<file path="config.mk">
export PLATFORM = sky130hd
export DESIGN_NAME = key_matrix_scanner
export DESIGN_NICKNAME = d
export VERILOG_FILES = /design/src/rtl/key_matrix_scanner.sv
export SDC_FILE = /design/constraint.sdc
export NUM_CORES = 1
export LEC_CHECK = 0
export ABC_AREA = 1
export CAP_MARGIN = 20
export CORE_UTILIZATION = 55
export CTS_CLUSTER_SIZE = 20
export DETAILED_ROUTE_END_ITERATION = 8
export PLACE_DENSITY = 0.84
export SYNTH_ARGS = -nofsm -noshare
export SYNTH_HDL_FRONTEND = slang
export SYNTH_SLANG_ARGS = --single-unit
</file>
<file path="constraint.sdc">
create_clock -name clk -period 7.6 [get_ports clk]
set_input_delay 1.52 -clock clk [delete_from_list [all_inputs] [get_ports clk]]
set_output_delay 1.52 -clock clk [all_outputs]
set_load 0.005 [all_outputs]
</file>
<file path="src/rtl/key_matrix_scanner.sv">
// rtl/key_matrix_scanner.sv - keypad matrix scanner with frame debounce, ghost detect, roll-over
// Optional auto-repeat enabled by defining KEY_REPEAT_EN.
module key_matrix_scanner #(
    parameter int N_COLS       = 3,
    parameter int N_ROWS       = 4,
    parameter int SCAN_DIV     = 1000,
    parameter int DEBOUNCE     = 4,
    parameter int REPEAT_DELAY = 30,
    parameter int REPEAT_RATE  = 8,
    localparam int CODE_W      = $clog2(N_ROWS * N_COLS)
) (
    input  logic              clk,
    input  logic              rst_n,
    input  logic [N_ROWS-1:0] key_row,
    output logic [N_COLS-1:0] key_col,
    output logic [CODE_W-1:0] key_code,
    output logic              key_valid,
    output logic              key_press,
    output logic              key_release,
    output logic              multi_key
);

    localparam int N_KEYS = N_ROWS * N_COLS;
    localparam int DIV_W  = (SCAN_DIV > 1) ? $clog2(SCAN_DIV) : 1;
    localparam int CNT_W  = $clog2(DEBOUNCE + 1);
    localparam logic [DIV_W-1:0] DIV_LAST = DIV_W'(SCAN_DIV - 1);
    localparam logic [CNT_W-1:0] DEB_MAX  = CNT_W'(DEBOUNCE);
    localparam logic [CNT_W-1:0] CNT_ONE  = CNT_W'(1);

    typedef enum logic [1:0] {CAND_NONE, CAND_KEY, CAND_MULTI} cand_t;
    typedef enum logic [1:0] {S_IDLE, S_PRESSED, S_ROLL} state_t;

    logic [DIV_W-1:0]  div_cnt;
    logic [N_ROWS-1:0] row_meta;
    logic [N_ROWS-1:0] row_sync;
    logic [N_KEYS-1:0] frame_buf;
    logic [N_KEYS-1:0] frame_now;
    logic              sample_en;
    logic              frame_tick;

    logic [1:0]        key_cnt;
    logic [CODE_W-1:0] hit_code;
    cand_t             cand_kind;
    logic [CODE_W-1:0] cand_code;
    cand_t             prev_kind;
    logic [CODE_W-1:0] prev_code;
    logic [CNT_W-1:0]  stab_cnt;
    logic [CNT_W-1:0]  cnt_next;
    logic              commit;

    state_t            state, state_d;
    logic [CODE_W-1:0] roll_code, roll_code_d;
    logic [CODE_W-1:0] key_code_d;
    logic              key_valid_d, key_press_d, key_release_d;

    assign sample_en  = (div_cnt == DIV_LAST);
    assign frame_tick = sample_en & key_col[0];

    always_ff @(posedge clk or negedge rst_n) begin
        if (!rst_n) begin
            div_cnt  <= '0;
            key_col  <= N_COLS'(1) << (N_COLS - 1);
            row_meta <= '0;
            row_sync <= '0;
        end else begin
            row_meta <= key_row;
            row_sync <= row_meta;
            if (sample_en) begin
                div_cnt <= '0;
                key_col <= {key_col[0], key_col[N_COLS-1:1]};
            end else begin
                div_cnt <= div_cnt + 1'b1;
            end
        end
    end

    // Frame as it stands including the column being sampled this cycle, indexed by key code.
    always_comb begin
        frame_now = frame_buf;
        for (int r = 0; r < N_ROWS; r++) begin
            for (int c = 0; c < N_COLS; c++) begin
                if (key_col[c]) begin
                    frame_now[(N_ROWS - 1 - r) * N_COLS + (N_COLS - 1 - c)] = row_sync[r];
                end
            end
        end
    end

    always_ff @(posedge clk or negedge rst_n) begin
        if (!rst_n) begin
            frame_buf <= '0;
        end else if (sample_en) begin
            frame_buf <= frame_now;
        end
    end

    always_comb begin
        key_cnt  = 2'd0;
        hit_code = '0;
        for (int k = 0; k < N_KEYS; k++) begin
            if (frame_now[k]) begin
                hit_code = CODE_W'(k);
                if (key_cnt != 2'd2) key_cnt = key_cnt + 2'd1;
            end
        end
        cand_kind = CAND_NONE;
        cand_code = '0;
        if (key_cnt == 2'd1) begin
            cand_kind = CAND_KEY;
            cand_code = hit_code;
        end else if (key_cnt == 2'd2) begin
            cand_kind = CAND_MULTI;
        end
    end

    // Non-key candidates carry code 0, so a plain compare covers all three kinds.
    always_comb begin
        cnt_next = CNT_ONE;
        if (cand_kind == prev_kind && cand_code == prev_code) begin
            cnt_next = (stab_cnt >= DEB_MAX) ? DEB_MAX : stab_cnt + 1'b1;
        end
    end

    assign commit = frame_tick && (cnt_next == DEB_MAX);

    always_ff @(posedge clk or negedge rst_n) begin
        if (!rst_n) begin
            prev_kind <= CAND_NONE;
            prev_code <= '0;
            stab_cnt  <= '0;
            multi_key <= 1'b0;
        end else if (frame_tick) begin
            prev_kind <= cand_kind;
            prev_code <= cand_code;
            stab_cnt  <= cnt_next;
            multi_key <= (cand_kind == CAND_MULTI);
        end
    end

`ifdef KEY_REPEAT_EN
    localparam int REP_MAX = (REPEAT_DELAY > REPEAT_RATE) ? REPEAT_DELAY : REPEAT_RATE;
    localparam int REP_W   = $clog2(REP_MAX + 1);
    localparam logic [REP_W-1:0] REP_DELAY_C = REP_W'(REPEAT_DELAY);
    localparam logic [REP_W-1:0] REP_RATE_C  = REP_W'(REPEAT_RATE);

    logic [REP_W-1:0] rep_cnt, rep_cnt_d, rep_inc, rep_target;
    logic             rep_armed, rep_armed_d;

    assign rep_inc    = rep_cnt + 1'b1;
    assign rep_target = rep_armed ? REP_RATE_C : REP_DELAY_C;

    always_ff @(posedge clk or negedge rst_n) begin
        if (!rst_n) begin
            rep_cnt   <= '0;
            rep_armed <= 1'b0;
        end else begin
            rep_cnt   <= rep_cnt_d;
            rep_armed <= rep_armed_d;
        end
    end
`endif

    always_comb begin
        state_d       = state;
        roll_code_d   = roll_code;
        key_code_d    = key_code;
        key_valid_d   = key_valid;
        key_press_d   = 1'b0;
        key_release_d = 1'b0;
`ifdef KEY_REPEAT_EN
        rep_cnt_d     = rep_cnt;
        rep_armed_d   = rep_armed;
`endif
        case (state)
            S_IDLE: begin
`ifdef KEY_REPEAT_EN
                rep_cnt_d   = '0;
                rep_armed_d = 1'b0;
`endif
                if (commit && cand_kind == CAND_KEY) begin
                    key_code_d  = cand_code;
                    key_valid_d = 1'b1;
                    key_press_d = 1'b1;
                    state_d     = S_PRESSED;
                end
            end
            S_PRESSED: begin
                if (commit) begin
                    if (cand_kind == CAND_NONE) begin
                        key_release_d = 1'b1;
                        key_valid_d   = 1'b0;
                        state_d       = S_IDLE;
                    end else if (cand_kind == CAND_KEY && cand_code != key_code) begin
                        key_release_d = 1'b1;
                        roll_code_d   = cand_code;
                        state_d       = S_ROLL;
                    end
`ifdef KEY_REPEAT_EN
                    else if (cand_kind == CAND_MULTI) begin
                        rep_cnt_d   = '0;
                        rep_armed_d = 1'b0;
                    end else if (rep_inc == rep_target) begin
                        key_press_d = 1'b1;
                        rep_cnt_d   = '0;
                        rep_armed_d = 1'b1;
                    end else begin
                        rep_cnt_d = rep_inc;
                    end
`endif
                end
            end
            S_ROLL: begin
`ifdef KEY_REPEAT_EN
                rep_cnt_d   = '0;
                rep_armed_d = 1'b0;
`endif
                key_code_d  = roll_code;
                key_press_d = 1'b1;
                state_d     = S_PRESSED;
            end
            default: state_d = S_IDLE;
        endcase
    end

    always_ff @(posedge clk or negedge rst_n) begin
        if (!rst_n) begin
            state       <= S_IDLE;
            roll_code   <= '0;
            key_code    <= '0;
            key_valid   <= 1'b0;
            key_press   <= 1'b0;
            key_release <= 1'b0;
        end else begin
            state       <= state_d;
            roll_code   <= roll_code_d;
            key_code    <= key_code_d;
            key_valid   <= key_valid_d;
            key_press   <= key_press_d;
            key_release <= key_release_d;
        end
    end

endmodule

</file>
==> summary.txt, run 1 <==
area of the multi-input gates -> 0.00186 mm^2
Worst EP required -> 7.81 ns
Yosys reg bits -> 55
number of library cell types mapped by synthesis -> 36
CP endpoint kind -> register
syn_nets -> 498
largest cells by area after synthesis -> dfrtp_1 (38%), nand2_1 (15%), nand3_1 (5.5%)
Mean Syn Cell Area -> 7.34 um^2
fin. max-slew vios -> 0
Initial Util -> 58.1%
final core utilization -> 63.1%
grt total ovfl -> 0
Core Footprint -> 0.00606 mm^2
Worst Skew -> 0.0133 ns
Fillers -> 513
HPWL Detailed -> 5350 um
largest net degree at the start of global routing -> 56
input/output buffers -> 16
antenna violations before repair -> 0
FP Rows -> 28
ratio of cells with drive above 1 in the final layout -> 14.3%
FF+latch area -> 0.00138 mm^2
n_diodes -> 0
Startpoint Class -> register
clk slew on worst S/H paths -> 0.11 ns
CTS root buffer -> clkbuf_8
crit-path max cell delay -> 0.52 ns
Final Setup Violations -> 0
Critical-path top delay cell -> dfrtp_1
Tmin final -> 6.72 ns
TNS Setup -> 0 ns
CTS tree -> yes
gp weighted congestion -> 0.867
Pwr Total -> 0.472 mW
Arr. time, crit path -> 6.93 ns
top cell type's share of synthesized area -> 38.4%
final worst-path cycle share -> 88.4%
routed vias/inst -> 5.42
post-route cell area -> 0.00383 mm^2
Rel. slew slack -> 34.9%
clock buffer depth -> 2
Synth Cell Area -> 0.00352 mm^2
postcts setup bufs -> 0
Final ANT Viol Nets -> 0
first-pass GRT wire length -> 12300 um
DIE AREA -> 0.00673 mm^2
Setup WS pre-CTS -> 0.882 ns
H-Tree Depth -> 2
hold violation count in the final report -> 0
DRT Wirelength -> 7190 um
worst-path fanout max -> 11
worst slew pin tran -> 0.974 ns
WHS -> 0.358 ns
status -> finished clean
Wirelength per Cell -> 12.6 um
clock sinks -> 55
Hold Buf Count CTS -> 0
die width -> 82.0 um
sequential share of the synthesized area -> 39.1%
Post-synth EDFFs -> 0
clock buffer count from CTS -> 5
worst skew pair latency -> 0.32 ns
FFs w/ async S/R, synth -> 100%
GRT Util Overall -> 23.6%
Hold Path Class -> reg -> reg
drt pass-1 iters -> 5
WS Path Type -> reg -> reg
Post-CTS Resized -> 0
dpl cell area -> 0.00373 mm^2
Max-Cap Viols -> 0
final net count -> 515
DRC viols -> 0
placed cells -> 565
io pins -> 17
pwr/cell area -> 123 mW/mm^2
via count -> 3106
Leak Pwr -> 1.87 nW
gate count after technology mapping -> 480
die height -> 82.0 um
final setup margin -> 0.880 ns
Max Clock Freq -> 0.149 GHz
Synth warnings -> 0
top_reg_cell synth -> dfrtp_1
initial drt markers -> 129
Synth area leader -> dfrtp_1
Syn-to-layout area delta -> 8.63%
final std cells w/o fill -> 573
worst vdd ir -> 0.000156 V
vias in the first global route -> 2986
unrepaired setup endpoints after global routing -> false
-- final timing paths --
path	from	endpoint	slack [ns]	cells past startpoint
max	key_col[1]	roll_code[2]	0.88	43
min reg2reg	row_meta[2]	row_sync[2]	0.36	0
max reg2reg	key_col[1]	roll_code[2]	0.88	43
min	row_meta[2]	row_sync[2]	0.36	0
max in group asynchronous	rst_n	prev_code[0]	5.83	2
min in group asynchronous	rst_n	div_cnt[3]	1.31	2
-- cells in the final DEF (no fill, tap or decap), types with 2 or more instances in the layout --
master,netlist,layout
a21oi_1,18,18
and2_1,2,2
clkbuf_8,0,5
clkdlybuf4s50_1,0,15
clkinv_1,2,2
dfrtp_1,54,54
ha_1,12,12
inv_1,48,48
inv_2,10,10
nand2_1,143,143
nand2_2,22,22
nand2_4,2,2
nand3_1,39,39
nand3_2,6,6
nand4_1,5,5
nor2_1,22,22
nor2_2,2,2
nor3_1,9,9
o211ai_1,2,2
o21ai_0,38,37
o21ai_1,7,8
o21ai_2,8,8
or2_2,4,4
xnor2_1,2,2
xor2_1,5,5
-- synth_stat cells (2+ instances only) --
cell type	n
o21ai_2	8
o21ai_1	7
nand2_2	22
ha_1	12
xor2_1	5
buf_6	3
a21oi_1	18
nand2_1	143
inv_2	10
o21ai_0	38
clkbuf_1	4
and2_1	2
xnor2_1	2
clkinv_1	2
nor2_2	2
dfrtp_1	54
nand3_1	39
inv_1	48
nand2_4	2
or2_2	4
nand3_2	6
nand4_1	5
o211ai_1	2
nor2_1	22
nor3_1	9
-- cell families (layout without fill, tap and decap cells) --
kind of cell,count (synthesis),count (layout),share of synthesized area (%)
AO/OA/AOI/OAI,77,77,12.7
XOR/XNOR,7,7,1.74
adder cells (fa/ha/maj),12,12,4.26
buffers and inverters,68,86,7.96
flip-flops,55,55,39.1
AND/OR/NAND/NOR,261,261,34.2
-- power breakdown --
part           leakage [nW]  internal [mW]  total [mW]  switching (mW)
Clock                0.0463         0.0678       0.168          0.0999
Sequential            0.732          0.295       0.295        0.000883
Combinational          1.09        0.00250     0.00889         0.00639
Total                  1.87          0.365       0.472           0.107
-- layout make-up --
type,count,share of cell area (%)
Clock buffer,5,1.80
Clock inverter,3,0.719
Inverter,61,6.05
Multi-Input combinational cell,357,48.7
Sequential cell,55,36.0
Tap cell,75,2.45
Timing Repair Buffer,17,4.25
-- per-layer routing --
layer,routed length (um),GRT usage [%],vias to the layer above
li1,-,-,1575
met1,3290,28.2,1449
met2,3530,41.9,69
met3,252,3.67,13
met4,125,9.82,0
met5,0,0,-
-- registers in the layout, indices dropped and copies added, names as in the netlist, 2 cells and up --
name / count
div_cnt: 10
state: 2
roll_code: 4
row_meta: 4
row_sync: 4
stab_cnt: 3
prev_code: 4
key_code: 4
key_col: 3
frame_buf: 12
-- critical path: cells and delay by family, from the launching register on --
family                     cells  cell delay, ns
and+or+nand+nor               25            3.01
AOI/OAI and AO/OA              6            1.20
adders and majority gates      4            1.04
buffers and inverters          7            0.61
DFF                            1            0.52
xor gates and xnor gates       1            0.19
Power figures use the tool's default switching activity.
==> inputs of run 2 (changes only) <==
--- a/config.mk
+++ b/config.mk
@@ -6,7 +6,7 @@
 export NUM_CORES = 1
 export LEC_CHECK = 0
 export ABC_AREA = 1
-export CAP_MARGIN = 20
+export CAP_MARGIN = 40
 export CORE_UTILIZATION = 55
 export CTS_CLUSTER_SIZE = 20
 export DETAILED_ROUTE_END_ITERATION = 8
==> run 2 against run 1 <==
  * Cell area grew 0.49%
  * Wire length shrank 1.9%
  * Non-clock buffer count grew 1
  * Sequential power is essentially flat
  * Combinational power is essentially flat
  * Global-route usage shrank 0.22 points
  * Sequential share of layout area shrank 0.18 points
  * Highest routed layer unchanged
  * Critical path type unchanged
  * Die area is the same
==> summary.txt, run 2 (synthesized netlist as in run 1, its figures left out) <==
Startpoint Class -> register
DRT Wirelength -> 7060 um
Hold Buf Count CTS -> 0
worst vdd ir -> 0.000164 V
clock sinks -> 55
clk slew on worst S/H paths -> 0.11 ns
DIE AREA -> 0.00673 mm^2
TNS Setup -> 0 ns
clock buffer count from CTS -> 5
Final ANT Viol Nets -> 0
grt total ovfl -> 0
final worst-path cycle share -> 90.3%
gp weighted congestion -> 0.867
ratio of cells with drive above 1 in the final layout -> 14.4%
Post-CTS Resized -> 0
final net count -> 516
Regs by FF count -> frame_buf x12, div_cnt x10
io pins -> 17
Max-Cap Viols -> 0
Reg with most FFs -> frame_buf
WS Path Type -> reg -> reg
Hold Path Class -> reg -> reg
Critical-path top delay cell -> dfrtp_1
FP Rows -> 28
HPWL Detailed -> 5320 um
postcts setup bufs -> 0
initial drt markers -> 197
Final Setup Violations -> 0
clock buffer depth -> 2
first-pass GRT wire length -> 12300 um
via count -> 3097
drt pass-1 iters -> 7
CTS tree -> yes
crit-path max cell delay -> 0.52 ns
DRC viols -> 0
Initial Util -> 58.1%
fin. max-slew vios -> 0
status -> finished clean
max reg flops -> 12
vias in the first global route -> 2962
Tmin final -> 6.86 ns
CTS root buffer -> clkbuf_8
antenna violations before repair -> 0
worst skew pair latency -> 0.32 ns
n_diodes -> 0
Wirelength per Cell -> 12.3 um
unrepaired setup endpoints after global routing -> false
input/output buffers -> 16
pwr/cell area -> 125 mW/mm^2
WHS -> 0.360 ns
Max Clock Freq -> 0.146 GHz
largest net degree at the start of global routing -> 56
H-Tree Depth -> 2
most used cell, CP -> nand2_1
Worst EP required -> 7.81 ns
Syn-to-layout area delta -> 9.17%
Leak Pwr -> 1.88 nW
hold violation count in the final report -> 0
commonest non-fill, non-tap cell in the layout -> nand2_1
Worst Skew -> 0.0115 ns
Rel. slew slack -> 55.6%
GRT Util Overall -> 23.4%
routed vias/inst -> 5.40
CP endpoint kind -> register
die width -> 82.0 um
die height -> 82.0 um
Arr. time, crit path -> 7.07 ns
worst-path fanout max -> 11
worst slew pin tran -> 0.666 ns
commonest non-fill, non-tap cells in the layout -> nand2_1 (143), dfrtp_1 (54), inv_1 (48), nand3_1 (39), o21ai_0 (38)
Core Footprint -> 0.00606 mm^2
-- run 2: final cells by class --
class / count / area (um^2)
clock buffers: 5 / 68.8
clock inverters: 3 / 31.3
fillers: 511 / 2220
inverters: 61 / 231
multi-input cells: 357 / 1860
flip-flops and latches: 55 / 1380
well taps: 75 / 93.8
repair buffers: 18 / 178
-- run 2: report_power, final --
| part | leakage [nW] | switching (mW) | internal, mW |
|---|---|---|---|
| logic | 1.09 | 0.00636 | 0.00250 |
| registers | 0.732 | 0.000845 | 0.295 |
| clock network | 0.0522 | 0.105 | 0.0702 |
| total | 1.88 | 0.112 | 0.367 |
-- run 2: metrics by stage --
step           std cells  worst slack (ns)  total power [mW]  utilization (%)  area [um^2]
5_1_grt              574            0.0750             0.495             63.4         3840
4_1_cts              574             0.786             0.483             63.4         3840
3_3_place_gp         565              1.21             0.310             61.5         3730
6_report             574             0.737             0.480             63.4         3840
3_5_place_dp         566             0.889             0.310             61.8         3740
2_1_floorplan        480              1.67             0.302                -         3520
-- run 2: path summary, 6_finish.rpt --
path | start | to | slack [ns] | depth (start not counted)
max in group asynchronous | rst_n | row_sync[1] | 5.83 | 2
max | key_col[1] | roll_code[2] | 0.74 | 41
min reg2reg | row_meta[2] | row_sync[2] | 0.36 | 0
min | row_meta[2] | row_sync[2] | 0.36 | 0
min in group asynchronous | rst_n | row_meta[2] | 1.31 | 2
max reg2reg | key_col[1] | roll_code[2] | 0.74 | 41
-- run 2: metal layers --
layer	wire length (um)	share of wire, %	track usage, %	vias up
met5	0	0	0	-
met4	69	0.98	6.14	0
met3	226	3.2	3.00	7
met2	3510	50	42.2	59
met1	3250	46	29.2	1457
li1	-	-	-	1574
-- run 2: critical path: cells and delay by family (launching register included) --
kind	cells	cell delay, ns
fa+ha+maj	4	1.06
simple gates	25	3.15
buf+inv	5	0.50
compound gates	6	1.31
flops	1	0.52
xor+xnor	1	0.19
